## config.mk

```make
export PLATFORM = sky130hd
export DESIGN_NAME = dmem_arbiter
export DESIGN_NICKNAME = d
export VERILOG_FILES = /design/src/rtl/dmem_pkg.sv /design/src/rtl/rr_arbiter2.sv /design/src/rtl/dmem_arbiter.sv
export SDC_FILE = /design/constraint.sdc
export NUM_CORES = 1
export LEC_CHECK = 0
export ABC_AREA = 1
export BUFFER_PORTS_ARGS = -buffer_cell sky130_fd_sc_hd__buf_2
export CAP_MARGIN = 20
export CORE_AREA = 2 2 231 233
export DETAILED_ROUTE_END_ITERATION = 7
export DIE_AREA = 0 0 233 235
export GPL_TIMING_DRIVEN = 0
export SYNTH_ARGS = -nofsm -noshare
export SYNTH_HDL_FRONTEND = slang
export SYNTH_SLANG_ARGS = --single-unit
```

## constraint.sdc

```tcl
create_clock -name clk -period 4.4 [get_ports clk]
set_input_delay 0.66 -clock clk [delete_from_list [all_inputs] [get_ports clk]]
set_output_delay 0.66 -clock clk [all_outputs]
set_load 0.01 [all_outputs]
```

## src/rtl/dmem_pkg.sv

```systemverilog
// dmem_pkg: shared types and constants for the data-memory arbiter
package dmem_pkg;
    localparam int DMEM_BUS_BITS = 64;
    localparam logic [2:0] F3_B = 3'b000, F3_H = 3'b001, F3_W = 3'b010, F3_D = 3'b011;
    typedef enum logic [1:0] {IDLE, ACCESS, RESP} state_t;
    typedef logic req_idx_t;
endpackage

```

## src/rtl/rr_arbiter2.sv

```systemverilog
// rr_arbiter2: two-way round-robin grant, favouring the requester not granted last
module rr_arbiter2
    import dmem_pkg::*;
(
    input  logic [1:0] valid,
    input  req_idx_t   last_grant,
    output logic [1:0] grant
);
    assign grant[0] = valid[0] & (~valid[1] | last_grant);
    assign grant[1] = valid[1] & (~valid[0] | ~last_grant);
endmodule

```

## src/rtl/dmem_arbiter.sv

```systemverilog
// dmem_arbiter: shares one data-memory port between two requesters, one access per accept
module dmem_arbiter
    import dmem_pkg::*;
#(
    parameter int BUS_BITS    = DMEM_BUS_BITS,
    parameter int FUNCT3_BITS = 3
) (
    input  logic                                clk,
    input  logic                                rst,
    input  logic [1:0]                          req_valid,
    output logic [1:0]                          req_ready,
    input  logic [1:0]                          req_we,
    input  logic [1:0][BUS_BITS-1:0]            req_addr,
    input  logic [1:0][FUNCT3_BITS-1:0]         req_funct3,
    input  logic [1:0][BUS_BITS-1:0]            req_wdata,
    output logic [1:0]                          resp_valid,
    output logic [1:0][BUS_BITS-1:0]            resp_rdata,
    output logic                                mem_we,
    output logic [BUS_BITS-1:0]                 mem_addr,
    output logic [FUNCT3_BITS-1:0]              mem_funct3,
    output logic [BUS_BITS-1:0]                 mem_store_data,
    input  logic [BUS_BITS-1:0]                 mem_load_data
);
    state_t     state;
    req_idx_t   last_grant, owner, win;
    logic       we_q, accept;
    logic [1:0] grant;
    rr_arbiter2 u_rr (.valid(req_valid), .last_grant(last_grant), .grant(grant));
    assign req_ready = (!rst && state != ACCESS) ? grant : 2'b00;
    assign accept    = |(req_valid & req_ready);
    assign win       = grant[1];
    // Decoded from state so an async reset drops the write strobe at once
    assign mem_we    = state == ACCESS && we_q;
    always_comb begin
        for (int i = 0; i < 2; i++) begin
            resp_valid[i] = state == RESP && owner == req_idx_t'(i);
            resp_rdata[i] = (resp_valid[i] && !we_q) ? mem_load_data : '0;
        end
    end
    always_ff @(posedge clk or posedge rst) begin
        if (rst) begin
            state          <= IDLE;
            last_grant     <= 1'b1;
            owner          <= 1'b0;
            we_q           <= 1'b0;
            mem_addr       <= '0;
            mem_funct3     <= '0;
            mem_store_data <= '0;
        end else if (state == ACCESS) begin
            state <= RESP;
        end else if (accept) begin
            state          <= ACCESS;
            owner          <= win;
            last_grant     <= win;
            we_q           <= req_we[win];
            mem_addr       <= req_addr[win];
            mem_funct3     <= req_funct3[win];
            mem_store_data <= req_wdata[win];
        end else begin
            state <= IDLE;
        end
    end
endmodule

```

==> metrics.cfg, run 1 <==
[placed_design]
port_buffers=595
gp_congestion=0.939
detailed_place_hpwl_mm=35.5

[drt]
drc=0
drtIter0Drc=405
drt_wl_total_mm=43.9
detail-route-antenna-nets=0
wl_per_cell_microns=17.2
vias=10015
drt_pass1_iterations=5
vias_per_cell=3.93

[yosys]
synth-compound-area-share_pct=0.445
yosys_warnings=0
yosysTopAreaCell=dfrtp_1
synth.top_cell.area_share_pct=42.9
netlist_area_sq_um=7870
ys_seq_elements=136
synth_xor_area_share_pct=0
synth_nets=1563
synthFlopType=dfrtp_1
synth_mux_area_share_pct=0
yosysMostFrequentCell=nand2_1
synthSimpleGateAreaFrac_pct=47.0
synth-edff-count=0
synth_top_family_by_area=simple AND/OR/NAND/NOR gates
ys_top_cells_by_area=dfrtp_1, nand2_1, nand3_1
synth_fa_ha_area_share_pct=0
synthCells=1231
async_reset_ff_share_pct=100
synthTopCellsByCount=nand2_1, dfrtp_1, nand3_1, nor2_1, inv_1
synth_cell_types=20
ys_seq_area_share_pct=43.3
postSynthAreaPerCell_sq_um=6.39

[sta]
min_period_over_period_pct=75.6
drv_slew=0
fmax_ghz=0.301
finalSetupTns_ns=0
tightest_slew_ns=0.870
maxSlewHeadroom_pct=42.0
rsz0062_at_grt=false
hold_viol=0
skew_ns=0.0199
setup_viol=0
min_period_ns=3.32

[clock_tree]
htreeDepth=4
clk_pin_slew_ns=0.07
clkSinkCount=136
numCtsBuffers=17
cts_tree=done
post_cts_resized=0
clk_latency_ns=0.48
clk_path_buf_depth=2
root_buffer=clkbuf_16
cts_hold_buf=0
cts_setup_buffers=0

[worst_setup_path]
path_class=register to output port
max_stage_delay_ns=0.54
critical_path_required_ns=3.74
startpoint_type=register
end_kind=output port
path_common_cell=nand2_2
path_max_fanout=10
arrival_ns=2.66
slowest_stage=dfstp_2
worstPathCellList=nand2_1 > nand2_2 > inv_2 > nand2_2 > buf_6 > buf_4 > inv_1 > buf_2

[floorplan]
die_w_microns=233
die-area_sq_um=54800
rows=84
core_area_sq_um=52200
start_util_pct=15.1
io_pins=596
die-height_microns=235

[global_routing]
grt_overflow=0
grt_pass1_wl_mm=61.7
grt_max_degree=41
gr-usage-all-layers_pct=15.7
first_global_vias=9671
antenna_found_initial=6

[power]
power_density_nw_per_um2=434
leakagePower_nw=7.89
vdd.ir_drop.worst_v=0.000259
power_mw=5.37

[layout]
final_nets=2181
areaGrowthSynthToFinish_pct=57.2
drive_gt1_share_pct=37.2
nFillCells=5977

[job]
drv_cap=0

[min_path]
hold_path.class=input pin to async pin

[run_status]
status=complete, no violations

-- worst paths after layout --
path	start	endpoint	slack (ns)	cells past startpoint
min reg2reg	last_grant	last_grant	0.48	2
max reg2reg	last_grant	mem_store_data[31]	2.13	8
min in group clk	req_addr[67]	mem_addr[3]	0.46	5
max in group asynchronous	rst	mem_store_data[49]	3.33	4
max	last_grant	req_ready[1]	1.08	8
min	rst	mem_addr[33]	0.30	2
-- power by group --
part           internal [mW]  leakage, nW  switching, mW  total (mW)
clock network          0.802        0.275          0.659        1.46
registers               1.64         1.72          0.224        1.86
logic                  0.778         5.90           1.27        2.04
total                   3.22         7.89           2.15        5.37
-- layout make-up --
type | count | area, sq um | area share, %
Multi-Input combinational cell | 940 | 3730 | 30.2
Sequential cell | 136 | 3400 | 27.5
Timing Repair Buffer | 599 | 3060 | 24.7
Tap cell | 688 | 861 | 6.96
Buffer | 82 | 457 | 3.69
Clock buffer | 18 | 439 | 3.55
Inverter | 73 | 278 | 2.25
Clock inverter | 14 | 136 | 1.10
Antenna cell | 1 | 2.50 | 0.0202
-- cell families after synthesis --
family,after synthesis
and+or+nand+nor,936
buffers and inverters,155
DFF,136
AOI/OAI and AO/OA,4
-- critical path: cells and delay by family (launching register included) --
kind                   cells  cell delay (ns)
and+or+nand+nor            3             0.71
buffers and inverters      5             0.94
DFF                        1             0.54
-- registers in the layout, indices dropped and copies added (netlist names) --
signal,count
mem_funct3,3
owner,1
mem_store_data,64
state,2
we_q,1
mem_addr,64
last_grant,1
-- routing by layer --
| metal | track usage [%] | routed length [microns] | vias to the layer above |
|---|---|---|---|
| li1 | - | - | 4950 |
| met1 | 17.4 | 17700 | 4563 |
| met2 | 27.8 | 21600 | 436 |
| met3 | 3.83 | 2680 | 62 |
| met4 | 8.05 | 1950 | 4 |
| met5 | 0 | 27 | - |
-- per-stage QoR --
step           hold slack [ns]  utilization [%]  instances  cell area (sq um)  worst slack [ns]
5_1_grt                  0.326             23.7       2551              12400             0.799
6_report                 0.299             23.7       2551              12400              1.08
2_1_floorplan            0.451                -       1231               7870             0.667
3_5_place_dp             0.467             22.6       2518              11800              1.16
3_3_place_gp             0.464             22.4       2514              11700             -1.68
4_1_cts                  0.272             23.7       2550              12400             0.857
-- layout by cell type (no fill, tap or decap), types with 2 or more instances in the layout --
cell	netlist	routed
inv_2	2	2
buf_12	0	4
buf_2	32	627
inv_6	0	6
dfrtp_1	135	135
clkbuf_1	27	27
nor2_1	129	129
buf_1	3	3
nand2_1	669	669
clkbuf_16	0	17
buf_4	11	11
nand3_1	132	132
nand2_2	3	3
inv_1	71	70
buf_6	9	9
clkinvlp_4	0	4
clkinv_4	0	3
Note: power is estimated with default switching activity, not from simulation.
==> inputs of run 2 (changes only) <==
--- a/config.mk
+++ b/config.mk
@@ -5,12 +5,12 @@
 export SDC_FILE = /design/constraint.sdc
 export NUM_CORES = 1
 export LEC_CHECK = 0
-export ABC_AREA = 1
+export ABC_AREA = 0
 export BUFFER_PORTS_ARGS = -buffer_cell sky130_fd_sc_hd__buf_2
 export CAP_MARGIN = 20
-export CORE_AREA = 2 2 231 233
+export CORE_AREA = 2 2 233 235
 export DETAILED_ROUTE_END_ITERATION = 7
-export DIE_AREA = 0 0 233 235
+export DIE_AREA = 0 0 235 237
 export GPL_TIMING_DRIVEN = 0
 export SYNTH_ARGS = -nofsm -noshare
 export SYNTH_HDL_FRONTEND = slang
==> constraint.sdc (replaced) <==
create_clock -name clk -period 2.9 [get_ports clk]
set_input_delay 0.435 -clock clk [delete_from_list [all_inputs] [get_ports clk]]
set_output_delay 0.435 -clock clk [all_outputs]
set_load 0.01 [all_outputs]
==> run 2 against run 1 <==
Clock skew down 0.011 ns. Critical path type unchanged. Synthesized cell count down 48%. Setup slack worse by 0.89 ns. Final cell count down 23%. Largest cell class unchanged. Total power up 32%. Combinational power up 5%. Wire length down 8.0%. Hold slack worse by 0.20 ns.
==> metrics.cfg, run 2 <==
[yosys]
synthFlopType=dfrtp_1
synthCells=635
yosysTopAreaCell=dfrtp_1
synth.top_cell.area_share_pct=45.9
synthTopCellsByCount=dfrtp_1, nand4b_1, and2_1, o221a_2, clkbuf_1
synth_nets=967
netlist_area_sq_um=7350
synth-edff-count=0
postSynthAreaPerCell_sq_um=11.6
yosys_warnings=0
ys_seq_elements=136
async_reset_ff_share_pct=100
synth_cell_types=22
ys_top_cells_by_area=dfrtp_1, nand4b_1, o221a_2
yosysMostFrequentCell=dfrtp_1
ys_seq_area_share_pct=46.3

[floorplan]
io_pins=596
core_area_sq_um=53300
die-area_sq_um=55700
die_w_microns=235
rows=85
start_util_pct=13.8
die-height_microns=237

[min_path]
hold_path.class=input pin to async pin

[worst_setup_path]
path_class=register to output port
critPathBufInv=3
worstPathCellList=and3b_1 > nor2b_1 > clkbuf_2 > clkbuf_1 > and2_1 > buf_2
crit_family=buffers and inverters
r2r_start=last_grant
max_stage_delay_ns=0.39
slowest_stage=dfrtp_1
rr_worst_depth=6
startpoint_type=register
arrival_ns=2.28
crit_start=state[0]
rr_endpoint=mem_store_data[35]
end_kind=output port
path_max_fanout=10
ff2ff_setup_slack_ns=0.24
critical_path_required_ns=2.47

[global_routing]
grt_pass1_wl_mm=57.2
gr-usage-all-layers_pct=14.0
grt_overflow=0
first_global_vias=8382
antenna_found_initial=6
grt_max_degree=40

[layout]
fin_area_sq_um=11900
mostFrequentLayoutCells=buf_2, dfrtp_1, nand4b_1
final_common_cell=buf_2
areaGrowthSynthToFinish_pct=62.3
final_util_pct=22.4
finalNonFillerCells=1963
final_nets=1585
drive_gt1_share_pct=61.2
largestRegisters=mem_addr (64), mem_store_data (64), mem_funct3 (3)

[sta]
drv_slew=0
fmax_ghz=0.368
fin_ws_ns=0.181
skew_ns=0.00919
min_period_over_period_pct=93.8
rsz0062_at_grt=false
finalSetupTns_ns=0
maxSlewHeadroom_pct=48.9
tightest_slew_ns=0.767
fin_hold_ws_ns=0.0956
setup_viol=0
min_period_ns=2.72
hold_viol=0

[placed_design]
placedCellCount=1929
post_dp_cell_area_sq_um=11300
gp_congestion=0.912
pre_cts_ws_ns=-0.204
port_buffers=595
detailed_place_hpwl_mm=32.7

[clock_tree]
cts_tree=done
clk_latency_ns=0.48
clk_pin_slew_ns=0.07
root_buffer=clkbuf_16
htreeDepth=4
clk_path_buf_depth=2
cts_hold_buf=0
clkSinkCount=136
numCtsBuffers=17

[drt]
vias=8462
drc=0
detail-route-antenna-nets=0
wl_per_cell_microns=20.6
drt_wl_total_mm=40.4
vias_per_cell=4.31
drtIter0Drc=548
drt_pass1_iterations=5

[power]
p_clk_share_pct=33.2
power_mw=7.09
vdd.ir_drop.worst_v=0.000456
leakagePower_nw=5.52
internal_power_mw=4.71
power_density_nw_per_um2=595
switching_power_mw=2.38
power_switching_share_pct=33.6
pwr-share-seq_pct=36.5
pwr-share-comb_pct=30.3

[run_status]
status=complete, no violations

[job]
drv_cap=0

## run 2: what timing repair did
item                       CTS  global route
gates resized for setup      7            13
hold endpoints to repair     0             0
setup buffers                1             0
pin swaps                    1             0
setup endpoints to repair  122            35
## run 2: metal layers
layer / wire length (microns) / share of wire [%] / vias to the layer above / global-route usage (%)
li1: - / - / 3762 / -
met1: 18100 / 45 / 4189 / 18.8
met2: 17900 / 44 / 446 / 20.9
met3: 3300 / 8.2 / 57 / 4.44
met4: 1030 / 2.6 / 8 / 5.50
met5: 48 / 0.12 / - / 0
## run 2: cell type report
class                   instances  area [sq um]
inverters                       3          17.5
fillers                      5887         41400
clock buffers                  20           467
plain buffers                  87           408
diodes                          1          2.50
well taps                     696           871
clock inverters                12           158
multi-input cells             409          3560
repair buffers                599          3050
flip-flops and latches        136          3400
## run 2: how the worst max path moves through the flow
stage          slack, ns               to  cells past startpoint
3_5_place_dp       -0.20     req_ready[1]                      7
4_1_cts            0.004   resp_rdata[90]                      6
3_3_place_gp       -3.35     req_ready[1]                      7
5_1_grt            0.009  resp_rdata[100]                      6
2_1_floorplan      -0.91     req_ready[1]                      5
6_report            0.18  resp_rdata[100]                      6
## run 2: worst register-to-register path, stage by stage (launching register included)
cell and delay, ns:
dfstp_2 0.62, nand2b_1 0.13, clkbuf_1 0.29, buf_2 0.46, clkbuf_1 0.56, nand4b_1 0.28
o221a_2 0.21
## run 2: cell families (layout without fill, tap and decap cells)
kind of cell	Yosys count	in the layout	share of synthesized area [%]
buffers and inverters	90	721	5.29
other	0	1	0
DFF	136	136	46.3
AOI/OAI and AO/OA	134	134	20.5
and+or+nand+nor	275	275	27.9
## run 2: power by group through the flow
stage	Combinational [mW]	Sequential, mW	Clock, mW
floorplan	0.909	2.76	0
global placement	2.15	2.61	0
detailed placement	2.18	2.61	0
CTS	2.18	2.59	2.46
global route	2.32	2.64	2.53
finish	2.15	2.59	2.36
==> inputs of run 3 (changes only) <==
==> constraint.sdc (replaced) <==
create_clock -name clk -period 2.23 [get_ports clk]
set_input_delay 0.3345 -clock clk [delete_from_list [all_inputs] [get_ports clk]]
set_output_delay 0.3345 -clock clk [all_outputs]
set_load 0.01 [all_outputs]
==> run 3 against run 2 <==
The flow now finishes with violations (negative setup slack). Via count about the same. Sequential cell count is the same. Global-route usage up 0.46 points. Combinational power up 37%. Register-to-register slack got worse by 0.07 ns. First-iteration DRC count up 0.18%. Total power grew 32%. Die area unchanged. Critical path type unchanged.
==> metrics.cfg, run 3 (synthesis gave the netlist of run 2 again) <==
[clock_tree]
numCtsBuffers=17
clkSinkCount=136
clk_path_buf_depth=2
clk_latency_ns=0.48
clk_pin_slew_ns=0.07
cts_tree=done
root_buffer=clkbuf_16
htreeDepth=4

[sta]
min_period_ns=2.28
hold_viol=0
rsz0062_at_grt=true
fmax_ghz=0.439
tightest_slew_ns=0.873
drv_slew=0
skew_ns=0.00861
maxSlewHeadroom_pct=41.5
setup_viol=37
fin_ws_ns=-0.0458
min_period_over_period_pct=102

[worst_setup_path]
crit_family=simple AND/OR/NAND/NOR gates
slowest_stage=dfrtp_1
path_common_cell=clkbuf_16
critPathBufInv=3
path_max_fanout=10
max_stage_delay_ns=0.39
ff2ff_setup_slack_ns=0.17
arrival_ns=1.94
end_kind=output port
path_class=register to output port
critical_path_required_ns=1.90
startpoint_type=register
worstPathCellList=and3b_1 > nor2b_4 > clkbuf_16 > clkbuf_16 > and2_4 > buf_6

[drt]
wl_per_cell_microns=21.1
detail-route-antenna-nets=0
drtIter0Drc=549
dr_wl_met3_mm=3.33
drc=0
drt_pass1_iterations=5
drt_wl_total_mm=41.7
vias=8454
wl_met2_mm=18.5
vias_per_cell=4.27
met1_length_mm=18.7
top_layer_used=met5

[power]
power_density_nw_per_um2=736
leakagePower_nw=5.78
vdd.ir_drop.worst_v=0.000600

[layout]
drive_gt1_share_pct=66.3
areaGrowthSynthToFinish_pct=73.3
final_nets=1599
finalNonFillerCells=1978
ff_latch_area_sq_um=3400
final_common_cell=buf_2
multi_input_area_sq_um=3700
largestRegisters=mem_addr (64), mem_store_data (64), mem_funct3 (3)
fin_area_sq_um=12700
mostFrequentLayoutCells=buf_2, dfrtp_1, nand4b_1
nFillCells=5804

[global_routing]
grt_pass1_wl_mm=58.9
grt_max_degree=40
first_global_vias=8510
gr-usage-all-layers_pct=14.5
grt_overflow=0
antenna_found_initial=6

[placed_design]
port_buffers=595
post_dp_cell_area_sq_um=11300
detailed_place_hpwl_mm=32.7
gp_congestion=0.912
placedCellCount=1929

[floorplan]
die-height_microns=237
die-area_sq_um=55700
io_pins=596
start_util_pct=13.8
rows=85
core_area_sq_um=53300
die_w_microns=235

[run_status]
violations=negative setup slack
status=finished with violations

[min_path]
hold_path.class=input pin to async pin

[job]
drv_cap=0

## run 3: changes by cell type in the layout (fill, tap and decap cells not counted), sizes merged
cell	previous run	this run
clkinvlp	3	4
clkbuf	80	75
diode	1	2
dlygate4sd3	0	1
buf	626	643
## run 3: final timing paths
path,startpoint,end,cells past startpoint
setup / recovery,state[0],resp_rdata[79],6
hold / removal,rst,mem_addr[26],2
setup reg to reg,last_grant,mem_addr[8],5
hold reg to reg,mem_addr[33],mem_addr[33],1
max in group asynchronous,rst,mem_addr[19],5
min in group clk,req_addr[88],mem_addr[24],2
## run 3: through the flow
| stage | hold WS, ns | utilization, % | setup WS, ns | setup TNS [ns] | total power [mW] |
|---|---|---|---|---|---|
| floorplan | 0.465 | - | -1.38 | -173.08 | 4.77 |
| global placement | 0.496 | 21.1 | -3.82 | -634.61 | 6.19 |
| finish | 0.110 | 23.9 | -0.0458 | -0.662 | 9.38 |
| global route | 0.0797 | 23.9 | -0.160 | -14.84 | 9.90 |
| CTS | 0.0664 | 23.6 | -0.166 | -15.29 | 9.52 |
| detailed placement | 0.524 | 21.2 | -0.678 | -83.52 | 6.23 |
## run 3: per-layer routing
layer / vias to the layer above / GRT usage (%)
met5: - / 0
met4: 10 / 5.58
met3: 60 / 4.56
met2: 422 / 21.6
met1: 4172 / 19.5
li1: 3790 / -
## run 3: what timing repair did
item	4_1_cts	5_1_grt
pin swaps	17	7
gates cloned	4	0
endpoints found under the hold margin	11	0
hold buffers	1	0
setup endpoints to repair	264	139
setup buffers	7	4
resized for setup	149	40
## run 3: layout make-up
class                           count  area share [%]
Clock inverter                     12            1.24
Timing Repair inverter              1          0.0393
Buffer                             86            4.88
Clock buffer                       20            3.66
Antenna cell                        2          0.0393
Multi-Input combinational cell    409            29.0
Timing Repair Buffer              613            27.4
Inverter                            3           0.137
Sequential cell                   136            26.7
Tap cell                          696            6.83
## run 3: where the power goes
part	leakage, nW	switching [mW]	internal (mW)	total, mW
clock	0.301	1.29	1.77	3.06
combinational	3.99	1.49	1.45	2.95
sequential	1.49	0.356	3.02	3.37
